$ cat src/rtl/ifid_pkg.sv
// Shared definitions for the IF/ID elastic stage register.
package ifid_pkg;

  typedef enum logic [1:0] {
    OCC_EMPTY = 2'd0,
    OCC_ONE   = 2'd1,
    OCC_TWO   = 2'd2
  } occ_e;

  typedef struct packed {
    logic [31:0] pc;
    logic [31:0] instr;
  } ifid_entry_t;

endpackage

$ cat src/rtl/ifid_skid_reg_pipe_slot.sv
// One storage slot: valid bit plus data, with load, drop and synchronous clear.
module pipe_slot #(
  parameter int unsigned W          = 64,
  parameter bit          CLEAR_DATA = 1'b1
) (
  input  logic         clk,
  input  logic         clr,
  input  logic         load,
  input  logic         drop,
  input  logic [W-1:0] d,
  output logic         valid,
  output logic [W-1:0] q
);

  // drop clears only the valid bit so the data stays visible on the outputs
  always_ff @(posedge clk) begin
    if (clr) begin
      valid <= 1'b0;
      if (CLEAR_DATA) q <= '0;
    end else if (load) begin
      valid <= 1'b1;
      q     <= d;
    end else if (drop) begin
      valid <= 1'b0;
    end
  end

endmodule

$ cat src/rtl/ifid_skid_reg.sv
// IF/ID two-entry elastic stage register; in_ready does not depend on out_ready.
module ifid_skid_reg
  import ifid_pkg::*;
#(
  parameter int unsigned PC_W           = 32,
  parameter int unsigned INSTR_W        = 32,
  parameter bit          CLEAR_ON_FLUSH = 1'b1
) (
  input  logic               clk,
  input  logic               rst,
  input  logic               freeze,
  input  logic               flush,
  input  logic               in_valid,
  output logic               in_ready,
  input  logic [PC_W-1:0]    in_pc,
  input  logic [INSTR_W-1:0] in_instr,
  output logic               out_valid,
  input  logic               out_ready,
  output logic [PC_W-1:0]    out_pc,
  output logic [INSTR_W-1:0] out_instr,
  output logic [1:0]         occupancy
);

  localparam int unsigned DW = PC_W + INSTR_W;

  logic          main_valid, skid_valid;
  logic [DW-1:0] main_data, skid_data, main_next;
  logic          in_fire, out_fire, clr;
  logic          main_load, main_drop, skid_load, skid_drop;

  assign in_ready  = ~skid_valid & ~freeze & ~rst;
  assign out_valid = main_valid & ~freeze;
  assign in_fire   = in_valid & in_ready;
  assign out_fire  = out_valid & out_ready;
  assign clr       = rst | flush;

  // freeze already gates both fires, so it needs no separate hold term here
  always_comb begin
    main_load = (out_fire & skid_valid) | (in_fire & (~main_valid | out_fire));
    main_drop = out_fire & ~main_load;
    skid_load = in_fire & main_valid & ~out_fire;
    skid_drop = out_fire & skid_valid;
    main_next = skid_valid ? skid_data : {in_pc, in_instr};
  end

  pipe_slot #(.W(DW), .CLEAR_DATA(CLEAR_ON_FLUSH)) u_main (
    .clk   (clk),
    .clr   (clr),
    .load  (main_load),
    .drop  (main_drop),
    .d     (main_next),
    .valid (main_valid),
    .q     (main_data)
  );

  pipe_slot #(.W(DW), .CLEAR_DATA(CLEAR_ON_FLUSH)) u_skid (
    .clk   (clk),
    .clr   (clr),
    .load  (skid_load),
    .drop  (skid_drop),
    .d     ({in_pc, in_instr}),
    .valid (skid_valid),
    .q     (skid_data)
  );

  assign out_pc    = main_data[DW-1:INSTR_W];
  assign out_instr = main_data[INSTR_W-1:0];

  // skid is only ever occupied behind a valid main entry
  always_comb begin
    if (skid_valid)      occupancy = OCC_TWO;
    else if (main_valid) occupancy = OCC_ONE;
    else                 occupancy = OCC_EMPTY;
  end

endmodule

$ cat config.mk
export PLATFORM = sky130hd
export DESIGN_NAME = ifid_skid_reg
export DESIGN_NICKNAME = d
export VERILOG_FILES = /design/src/rtl/ifid_pkg.sv /design/src/rtl/ifid_skid_reg_pipe_slot.sv /design/src/rtl/ifid_skid_reg.sv
export SDC_FILE = /design/constraint.sdc
export NUM_CORES = 1
export LEC_CHECK = 0
export CAP_MARGIN = 5
export CORE_ASPECT_RATIO = 1.2
export CORE_MARGIN = 2
export CORE_UTILIZATION = 40
export CTS_CLUSTER_SIZE = 14
export DETAILED_ROUTE_END_ITERATION = 12
export GPL_TIMING_DRIVEN = 0
export PLACE_DENSITY_LB_ADDON = 0.3
export SYNTH_ARGS = -nofsm -noshare
export SYNTH_HDL_FRONTEND = slang
export SYNTH_SLANG_ARGS = --single-unit
$ cat constraint.sdc
create_clock -name clk -period 2.9 [get_ports clk]
set_input_delay 0.87 -clock clk [delete_from_list [all_inputs] [get_ports clk]]
set_output_delay 0.87 -clock clk [all_outputs]
set_load 0.03 [all_outputs]
## Word-level counts from Yosys, hierarchy flattened

Cells that the tools add are included.

| storage, ports and cells | value |
|---|---|
| register bits | 130 |
| input port bits | 70 |
| output and inout port bits | 68 |
| word-level logic and storage cells | 32 |

| cells by class | value |
|---|---|
| muxes and demuxes | 7 |
| bitwise operators | 19 |
| reductions and logical operators | 2 |

Operators with widths:

| operator | number |
|---|---|
| two-way mux 64 bit | 1 |
| AND 1 bit | 10 |
| inverter 1 bit | 6 |
| two-way mux 1 bit | 5 |
| nonzero test 2 bit | 2 |
| bitwise OR 1 bit | 3 |
| two-way mux 2 bit | 1 |

## Depth between registers and ports, before layout

| depth | value |
|---|---|
| depth after elaboration | 10 |
| mapped depth | 6 |
| mapped depth without buffers | 3 |

## Cells and area by module

A second synthesis with hierarchy kept.

| unflattened totals | value |
|---|---|
| cells, all modules | 507 |
| area, all modules | 5566.6 um^2 |

Modules (own cells, without submodules):

| module | instances | cells each | area each (um^2) | sequential area each (um^2) |
|---|---|---|---|---|
| pipe_slot | 2 | 210 | 2344.7 | 1301.2 |
| ifid_skid_reg | 1 | 87 | 877.1 | 0.0 |

## Worst setup path after synthesis

Ideal clock, no wire load.

| timing path | value |
|---|---|
| path kind | input to output |
| start point | input port freeze |
| end point | output port in_ready |
| arrival | 2.138 ns |
| data required time | 2.030 ns |
| setup slack | -0.108 ns |
| cell stages on the path | 4 |
| cells stage by stage | clkbuf_1 -> clkbuf_1 -> buf_1 -> nor3_1 |

| on the way | value |
|---|---|
| longest elaborated chain between the ends | 3 |

RTL lines:

| element | line | source |
|---|---|---|
| start, declared | ifid_skid_reg.sv:11 | `input logic freeze,` |
| inverter 1 bit | ifid_skid_reg.sv:31 | `assign in_ready = ~skid_valid & ~freeze & ~rst;` |
| AND 1 bit (2 in series) | ifid_skid_reg.sv:31 |  |
| end, declared | ifid_skid_reg.sv:14 | `output logic in_ready,` |

Every way passes these cells.

## Final worst setup path

| timing path | value |
|---|---|
| start point | input port freeze |
| end point | output port out_valid |

| on the way | value |
|---|---|
| longest elaborated chain between the ends | 2 |

RTL lines:

| element | line | source |
|---|---|---|
| inverter 1 bit | ifid_skid_reg.sv:32 | `assign out_valid = main_valid & ~freeze;` |
| AND 1 bit | ifid_skid_reg.sv:32 |  |
| end, declared | ifid_skid_reg.sv:17 | `output logic out_valid,` |

Every way passes these cells.

==> results.ini <==
[status]
status = finished, final reports clean

[grt]
antenna_found_initial = 0
grt_overflow = 0
grt_pass1_vias = 5965
grtUsageTotal_pct = 22.3
grt_max_degree = 20
grt_pass1_wl_um = 30000

[sta]
setup_viol = 0
drv_slew = 0
max_freq_mhz = 355
fin_skew_ns = 0.0118
hold_viol = 0
fin_ws_ns = 0.0793
worstMarginPinSlew_ns = 0.788
rsz0062_at_grt = false
slew_headroom_pct = 47.5
fin_crit_sh_pct = 97.3
min_period_ns = 2.82
fin_hold_ws_ns = 0.456

[route]
post_drt_wl_per_cell_um = 16.7
routed_wl_um = 18700
postRouteAntennaNets = 0
drt_iter0_drc = 314
vias = 6030
avgViaCountPerCell = 5.37
drtPass1Iterations = 4
route.detailed.drc = 0

[layout]
final_cell_mix = 134 x clkdlybuf4s50_1, 129 x dfxtp_1, 128 x o21ai_0
nNetsFinal = 971
post-route-util_pct = 55.4
layout_commonest_cell = clkdlybuf4s50_1
num-fill-cells = 1472
areaGrowthSynthToFinish_pct = 36.6
diodes = 0
drive_above_1_share_pct = 11.9

[logic_synthesis]
avgSynthCellArea_um2 = 8.42
mappedNetlistNets = 817
ys_types = 23
synth_warnings = 0
ys_seq_area_share_pct = 41.4
synth_seq_cells = 130
syn_inst = 747
synth_area_um2 = 6290

[die]
die_area_um2 = 16700
core_area_um2 = 15500
die_width_um = 118
die_h_um = 141
num_io_pins = 138
initial_core_util_pct = 40.5
rows = 50

[critical_path]
crit_chain = clkbuf_2 > clkbuf_4 > nor2b_1 > clkdlybuf4s15_1
cp-end-kind = output port
r2r-start = u_main.valid$_SDFFE_PP0P_
crit_family = buffers and inverters
crit_fanout = 19
cpMaxStageDelayCell = clkdlybuf4s15_1
rr_worst_depth = 5
crit_cells = 4
path_class = in2out
ff2ff_setup_slack_ns = 0.80
cp_data_required_time_ns = 2.03
worstPathBufferInverterCount = 3
r2r_end = u_main.q[45]$_SDFFE_PP0P_
setup.worst_path.start_class = primary input
arrival_ns = 1.95
cpPeakStageDelay_ns = 0.42

[clock_network]
h-tree-depth = 4
ctsRootBufferMaster = clkbuf_16
cts.clk_slew.worst_paths_ns = 0.05
tritoncts = built
cts_sinks = 130
cts_buffer_depth = 2
clock_latency_ns = 0.42
numCtsBuffers = 17

[place]
dpl.hpwl_um = 12800
place_congestion = 0.832
port_buffers = 136
pre_cts_ws_ns = -0.941

[hold_path]
min_to = u_main.q[28]$_SDFFE_PP0P_
min_path_cells = 2
min_from = u_main.q[28]$_SDFFE_PP0P_
worstHoldPathType = reg2reg

[power_and_ir_drop]
power_uw = 4790
vdd_drop_max_mv = 0.313
cellPowerDensity_nw_per_um2 = 557
leakage_uw = 0.00268

[job]
cap_violations = 0

==> synth_stat cells, drive strengths merged <==
master	instances	area share [%]
nor2b	67	6.7
inv	64	3.8
clkbuf	72	4.3
nand3	64	5.1
nand2	2	0.12
or2	1	0.10
nor3b	2	0.24
nand3b	1	0.12
a221oi	64	15
buf	15	1.9
a22oi	1	0.12
o21ai	128	10
dfxtp	130	41
nor3	65	5.2
nor2	2	0.12
a21bo	1	0.16
a21oi	65	5.2
a211o	1	0.14
or3b	2	0.32
==> per-stage QoR <==
| step | setup TNS [ns] | area (um^2) | cells |
|---|---|---|---|
| after CTS | 0 | 8590 | 1122 |
| after floorplan | 0 | 6290 | 747 |
| after global routing | 0 | 8590 | 1122 |
| after detailed placement | -13.76 | 7920 | 1091 |
| final | 0 | 8590 | 1122 |
| after global placement | -13.40 | 7920 | 1091 |
==> power breakdown <==
part / total, uW / switching, uW / leakage [uW] / internal (uW)
logic: 508 / 293 / 0.00130 / 215
registers: 1820 / 12.5 / 0.00105 / 1810
clock network: 2460 / 780 / 0.000330 / 1680
==> how the worst max path moves through the flow <==
stage | slack [ns] | from | endpoint
floorplan | 0.13 | freeze | out_valid
global placement | -0.94 | freeze | out_valid
detailed placement | -0.94 | freeze | out_valid
CTS | 0.04 | freeze | in_ready
global route | 0.01 | freeze | out_valid
finish | 0.08 | freeze | out_valid
==> cell type report <==
type                       count  area [um^2]  share of cell area [%]
inverter                      64          240                    2.80
timing repair buffer         136         1360                    15.8
buffer                        86          393                    4.57
tap                          208          260                    3.03
sequential                   130         2600                    30.3
multi-input combinational    466         3060                    35.6
clock buffer                  22          474                    5.52
clock inverter                10          203                    2.36
==> state kept, by name (all words and copies together) (netlist names) <==
signal	cells
u_main.q	64
u_skid.valid	1
u_skid.q	64
u_main.valid	1
==> logic make-up (layout without fill, tap and decap cells) <==
logic type	Yosys count	in the layout	synth area share (%)
buf+inv	151	318	10.0
compound gates	260	260	30.7
simple gates	206	206	17.9
flops	130	130	41.4
==> repair_timing <==
item	CTS	global route
resized for setup	7	3
pin swaps	0	0
setup endpoints to repair	3	2
hold buffers	0	0
setup buffers	0	0
==> per-layer routing <==
layer	vias to the layer above	global-route usage (%)	share of wire (%)
met5	-	0	0
met4	0	8.77	1.9
met3	25	4.94	5.3
met2	199	37.2	49
met1	2837	28.1	44
li1	2969	-	-
==> tightest hold or removal path: stages, from the launching register on <==
cell,delay [ns]
dfxtp_1,0.30
inv_1,0.06
a221oi_2,0.05
Power figures use the tool's default switching activity.
==> RTL edit 1 (same flow settings) <==
`PC_W`: 32 -> 64.
--- a/src/rtl/ifid_skid_reg.sv
+++ b/src/rtl/ifid_skid_reg.sv
@@ -3,5 +3,5 @@
   import ifid_pkg::*;
 #(
-  parameter int unsigned PC_W           = 32,
+  parameter int unsigned PC_W           = 64,
   parameter int unsigned INSTR_W        = 32,
   parameter bit          CLEAR_ON_FLUSH = 1'b1
Ports: changed (resized in_pc and out_pc); port bits go from 138 to 202. No check against the original RTL was run, so the function may have changed too.
==> RTL edit 1 against the unedited design <==
Total power is 25% higher; count of clock-buffer cells in the layout decreased by 1; worst setup slack better by 23 ps; routed wire length up 56%; sequential cell count increased by 64; via count is 51% higher; final area rose by 40%; synthesized area rose by 43%; clock skew increased by 1.3 ps; largest cell class unchanged; highest routed layer unchanged.
==> RTL edit 1: results (changes against the unedited design) <==
status: finished, final reports clean
1st-pass router iterations: 5 (+1)
post-synthesis mux area share: 0 (unchanged)
multi-input gates: 690 (+48%)
Hold WC Path Type: flip-flop to flip-flop
routability cong.: 0.8376 (+0.67%)
Repair and plain buffers: 329 (+48%)
worst r2r src: u_skid.valid
vias in the first global route: 8,801 (+48%)
Yosys reg bits: 194 (+49%)
VDD IR max: 0.4114 mV (+31%)
Synth Warn #: 0 (unchanged)
number of port buffers: 201 (+48%)
Least-Margin Pin Slew: 921.5 ps (+133.9 ps)
Clock Pin Slew Worst Setup and Hold Paths: 70 ps (+20 ps)
Max FO, Critical Path: 10 (-9)
crit path DAT: 3160 ps (+1210 ps)
Mapped Nets: 1,211 (+48%)
Seq/total area: 0.3228 (+0.01975)
multi-input logic area: 4240 um^2 (+38%)
global-route wire length before repair: 45.82 mm (+53%)
drt initial violations: 568 (+81%)
top cells by count, synth: dfxtp_1 (194), o21ai_0 (192), clkbuf_1 (111)
drt wl/cell: 17.93 um (+7.6%)
Worst Setup SP: out_ready
Yosys cell types: 24 (+4.3%)
Place WS: -1310 ps (-369.4 ps)
Via Count: 9,086 (+51%)
DP Wirelength: 20.41 mm (+59%)
Static Leak: 0.003834 uW (+43%)
met2 routed WL: 14.00 mm (+53%)
Signal buf overhead: 0.2140 (+0.01044)
Layout clock area frac: 0.05158 (-0.02720)
Non-CTS inverters: 96 (+50%)
WL met3: 1.969 mm (+99%)
WL met1: 12.48 mm (+52%)
layout filler cell count: 2,061 (+40%)
biggest regs: u_main.q x96, u_skid.q x96
compound-cell area share of the yosys netlist: 0.2847 (-0.02180)
clock buf count: 21 (-4.5%)
final net count: 1,430 (+47%)
Antenna diodes: 1 (+1)
register area share after synthesis: 0.4314 (+0.01759)
share of layout cells above drive strength 1: 0.08054 (-0.03872)
ys flop type: dfxtp_1
Total GRT Usage: 0.2398 (+0.01659)
hold path start: u_main.q[56]
H-tree levels: 4 (unchanged)
Clock Skew: 13.12 ps (+1.341 ps)
worst-skew pair later-pin latency: 440 ps (+20 ps)
Post-CTS Setup Repair Bufs: 0 (unchanged)
synth top area cells: dfxtp_1 (43%), o21ai_0 (11%), nor2b_1 (6.9%)
initial antenna violation count: 0 (unchanged)
CTS Buf Count: 17 (unchanged)
CTS root buffer: clkbuf_16
## RTL edit 1: cell count changes in the layout (fill, tap and decap cells not counted), sizes merged, moves of 34 or more
cell	change
clkdlybuf4s50	+63
dfxtp	+64
inv	+34
o21ai	+64
clkbuf	+36
## RTL edit 1: logic make-up after synthesis
| group | after synthesis |
|---|---|
| flip-flops | 194 |
| buffers and inverters | 225 |
| AND/OR/NAND/NOR | 302 |
| AO/OA/AOI/OAI | 388 |
## RTL edit 1: final timing paths
| kind | to | slack (ps) | cells after the start |
|---|---|---|---|
| worst max-delay path | u_skid.q[40] | 100 | 7 |
| worst min-delay path | u_main.q[56] | 460 | 2 |
| worst max register to register | u_skid.q[43] | 350 | 6 |
| worst min register to register | u_main.q[56] | 460 | 2 |
## RTL edit 1: routing by layer
metal	track usage	vias up
li1	-	4377
met1	0.3046	4343
met2	0.4066	320
met3	0.05176	46
met4	0.07565	0
met5	0	-
## RTL edit 1: worst max-delay path: stages
cell and delay (ps):
clkdlybuf4s50_1 600, or3b_2 160, clkbuf_1 420, clkbuf_2 380, clkbuf_1 380, o21ai_0 160, a21oi_1 180
## RTL edit 1: through the flow
step,instances,hold slack [ps],power [uW],area [um^2],util
after floorplan,1109,450.6,3149,9004,-
after global placement,1589,452.0,3482,11360,0.5097
after detailed placement,1589,452.9,3486,11360,0.5097
after CTS,1620,464.3,5971,12010,0.5385
after global routing,1620,479.3,6148,12030,0.5395
final,1621,462.0,5960,12030,0.5396
## RTL edit 1: what timing repair did
action,in CTS,in global routing
gates resized for setup,19,24
pin swaps,0,0
setup endpoints to repair,3,108
## RTL edit 1: report_power, final
| group | internal, uW | switching, uW |
|---|---|---|
| Combinational | 309 | 414 |
| Sequential | 2690 | 18.7 |
| Clock | 1430 | 1090 |
| Total | 4440 | 1520 |
==> RTL edit 2 (same flow settings) <==
Without the edit above. Set the parameter `CLEAR_ON_FLUSH` to 1'b0 (it was 1'b1).
--- a/src/rtl/ifid_skid_reg.sv
+++ b/src/rtl/ifid_skid_reg.sv
@@ -5,5 +5,5 @@
   parameter int unsigned PC_W           = 32,
   parameter int unsigned INSTR_W        = 32,
-  parameter bit          CLEAR_ON_FLUSH = 1'b1
+  parameter bit          CLEAR_ON_FLUSH = 1'b0
 ) (
   input  logic               clk,
Function: changed (a bounded check fails within 4 cycles, from zero or initial values).
==> RTL edit 2 against the unedited design <==
Count of clock-buffer cells in the layout is the same; critical endpoint is now u_skid.q[8]; largest cell class is now sequential cells; worst setup slack gained 35 ps; sequential cell count is the same; synthesized area shrank 24%; final area shrank 18%; routed wire length shrank 51%; non-clock buffer count shrank 69; critical path type is now input port to flip-flop; hold slack gained 86 ps.
Power is not compared: it rests on default switching activity, and its combinational part moved more than twofold at a synthesized area within 25%.
==> RTL edit 2: results (changes against the unedited design) <==
crit path time final: 2785 ps (-35.16 ps)
DP Area: 6477 um^2 (-18%)
top cells by count, synth: edfxtp_1 (128), mux2_2 (64), buf_2 (6)
number of port buffers: 137 (+0.74%)
drt wl/cell: 16.56 um (-0.61%)
R2R setup slack: 680 ps (-120 ps)
Non-Filler Instances: 552 (-51%)
routability cong.: 0.7005 (-16%)
Yosys cell types: 21 (-8.7%)
CTS Buf Count: 17 (unchanged)
Clock Skew: 7.353 ps (-4.428 ps)
share of layout cells above drive strength 1: 0.2937 (+0.1744)
endpoint of the worst register-to-register path: u_skid.q[8]
biggest regs: u_main.q x64, u_skid.q x64
ys async rst share: 0 (unchanged)
Worst Hold Depth: 1 (-1)
1st-pass router iterations: 4 (unchanged)
CTS Buffer Depth: 2 (unchanged)
global-route wire length before repair: 14.41 mm (-52%)
layout filler cell count: 873 (-41%)
CTS root buffer: clkbuf_16
register area share after synthesis: 0.8121 (+0.3984)
VDD IR max: 0.3363 mV
synth top area cells: edfxtp_1 (80%), mux2_2 (15%), dfxtp_1 (0.84%)
DP Wirelength: 6.162 mm (-52%)
Hold Path Sink: u_main.q[20]
final core utilization: 0.6092 (+0.05538)
H-tree levels: 4 (unchanged)
Max FO, Critical Path: 48 (+29)
ys flop type: edfxtp_1
Worst Path Class, Setup: input port to flip-flop
Place WS: -579.3 ps (+361.2 ps)
status: finished, final reports clean
worst r2r path cells: 4 (-1)
pin count of the biggest net entering global routing: 49 (+150%)
EDFF count, synth: 128 (+128)
placed instance count: 518 (-53%)
Least-Margin Pin Slew: 358.4 ps (-429.1 ps)
Fin Hold WS: 542.0 ps (+85.62 ps)
Avg Cell Area, Syn: 21.84 um^2 (+160%)
crit path DAT: 2870 ps (+920 ps)
Antenna diodes: 0 (unchanged)
Hold WC Path Type: flip-flop to flip-flop
Clock Pin Slew Worst Setup and Hold Paths: 50 ps (about the same)
Synth Warn #: 0 (unchanged)
worst r2r src: u_skid.valid
hold path start: u_skid.q[20]
switching power: 814.3 uW
vias in the first global route: 2,745 (-54%)
final net count: 452 (-53%)
Via density: 4.754 (-12%)
Mapped Nets: 289 (-65%)
Total GRT Usage: 0.1491 (-0.07407)
drt initial violations: 54 (-83%)
[RTL edit 2: cell count changes after synthesis, moves of 65 or more]
cell,before,now
a21oi_1,65,0
clkbuf_1,72,0
dfxtp_1,130,2
edfxtp_1,0,128
nor2b_1,67,2
o21ai_0,128,0
[RTL edit 2: cells by family (layout without fill, tap and decap cells)]
family          Yosys count  count (layout)  share of synthesized area
compound gates            3               3                   0.007064
buf+inv                  10             186                    0.01256
flops                   130             130                     0.8121
mux                      64              64                     0.1507
simple gates             12              12                    0.01753
[RTL edit 2: per-layer routing]
metal / global-route usage / share of wire / vias up
met5: 0 / 0 / -
met2: 0.2484 / 0.52 / 87
met3: 0.05808 / 0.052 / 16
met1: 0.1724 / 0.41 / 1302
met4: 0.06757 / 0.021 / 0
li1: - / - / 1219
[RTL edit 2: timing repair]
action / in CTS / in global routing
setup endpoints to repair: 19 / 2
resized for setup: 3 / 5
pin swaps: 1 / 0
buffers inserted: 2 / 0
gates cloned: 0 / 0
[RTL edit 2: worst max-delay path: stages]
cell	delay [ps]
clkdlybuf4s50_1	520
or4b_4	580
and4b_4	570
buf_16	310
[RTL edit 2: layout make-up]
type | instances | share of cell area
clock inverter | 10 | 0.01891
timing repair buffer | 144 | 0.2101
clock buffer | 22 | 0.06557
multi-input combinational | 79 | 0.1205
buffer | 9 | 0.007953
tap | 157 | 0.02775
inverter | 1 | 0.0005302
sequential | 130 | 0.5486
[RTL edit 2: power groups by stage]
stage	Sequential (uW)	Clock (uW)	Combinational (uW)
after floorplan	2140	0	59.6
after global placement	2120	0	208
after detailed placement	2120	0	220
after CTS	2080	2180	220
after global routing	2080	2260	234
final	2080	2130	218
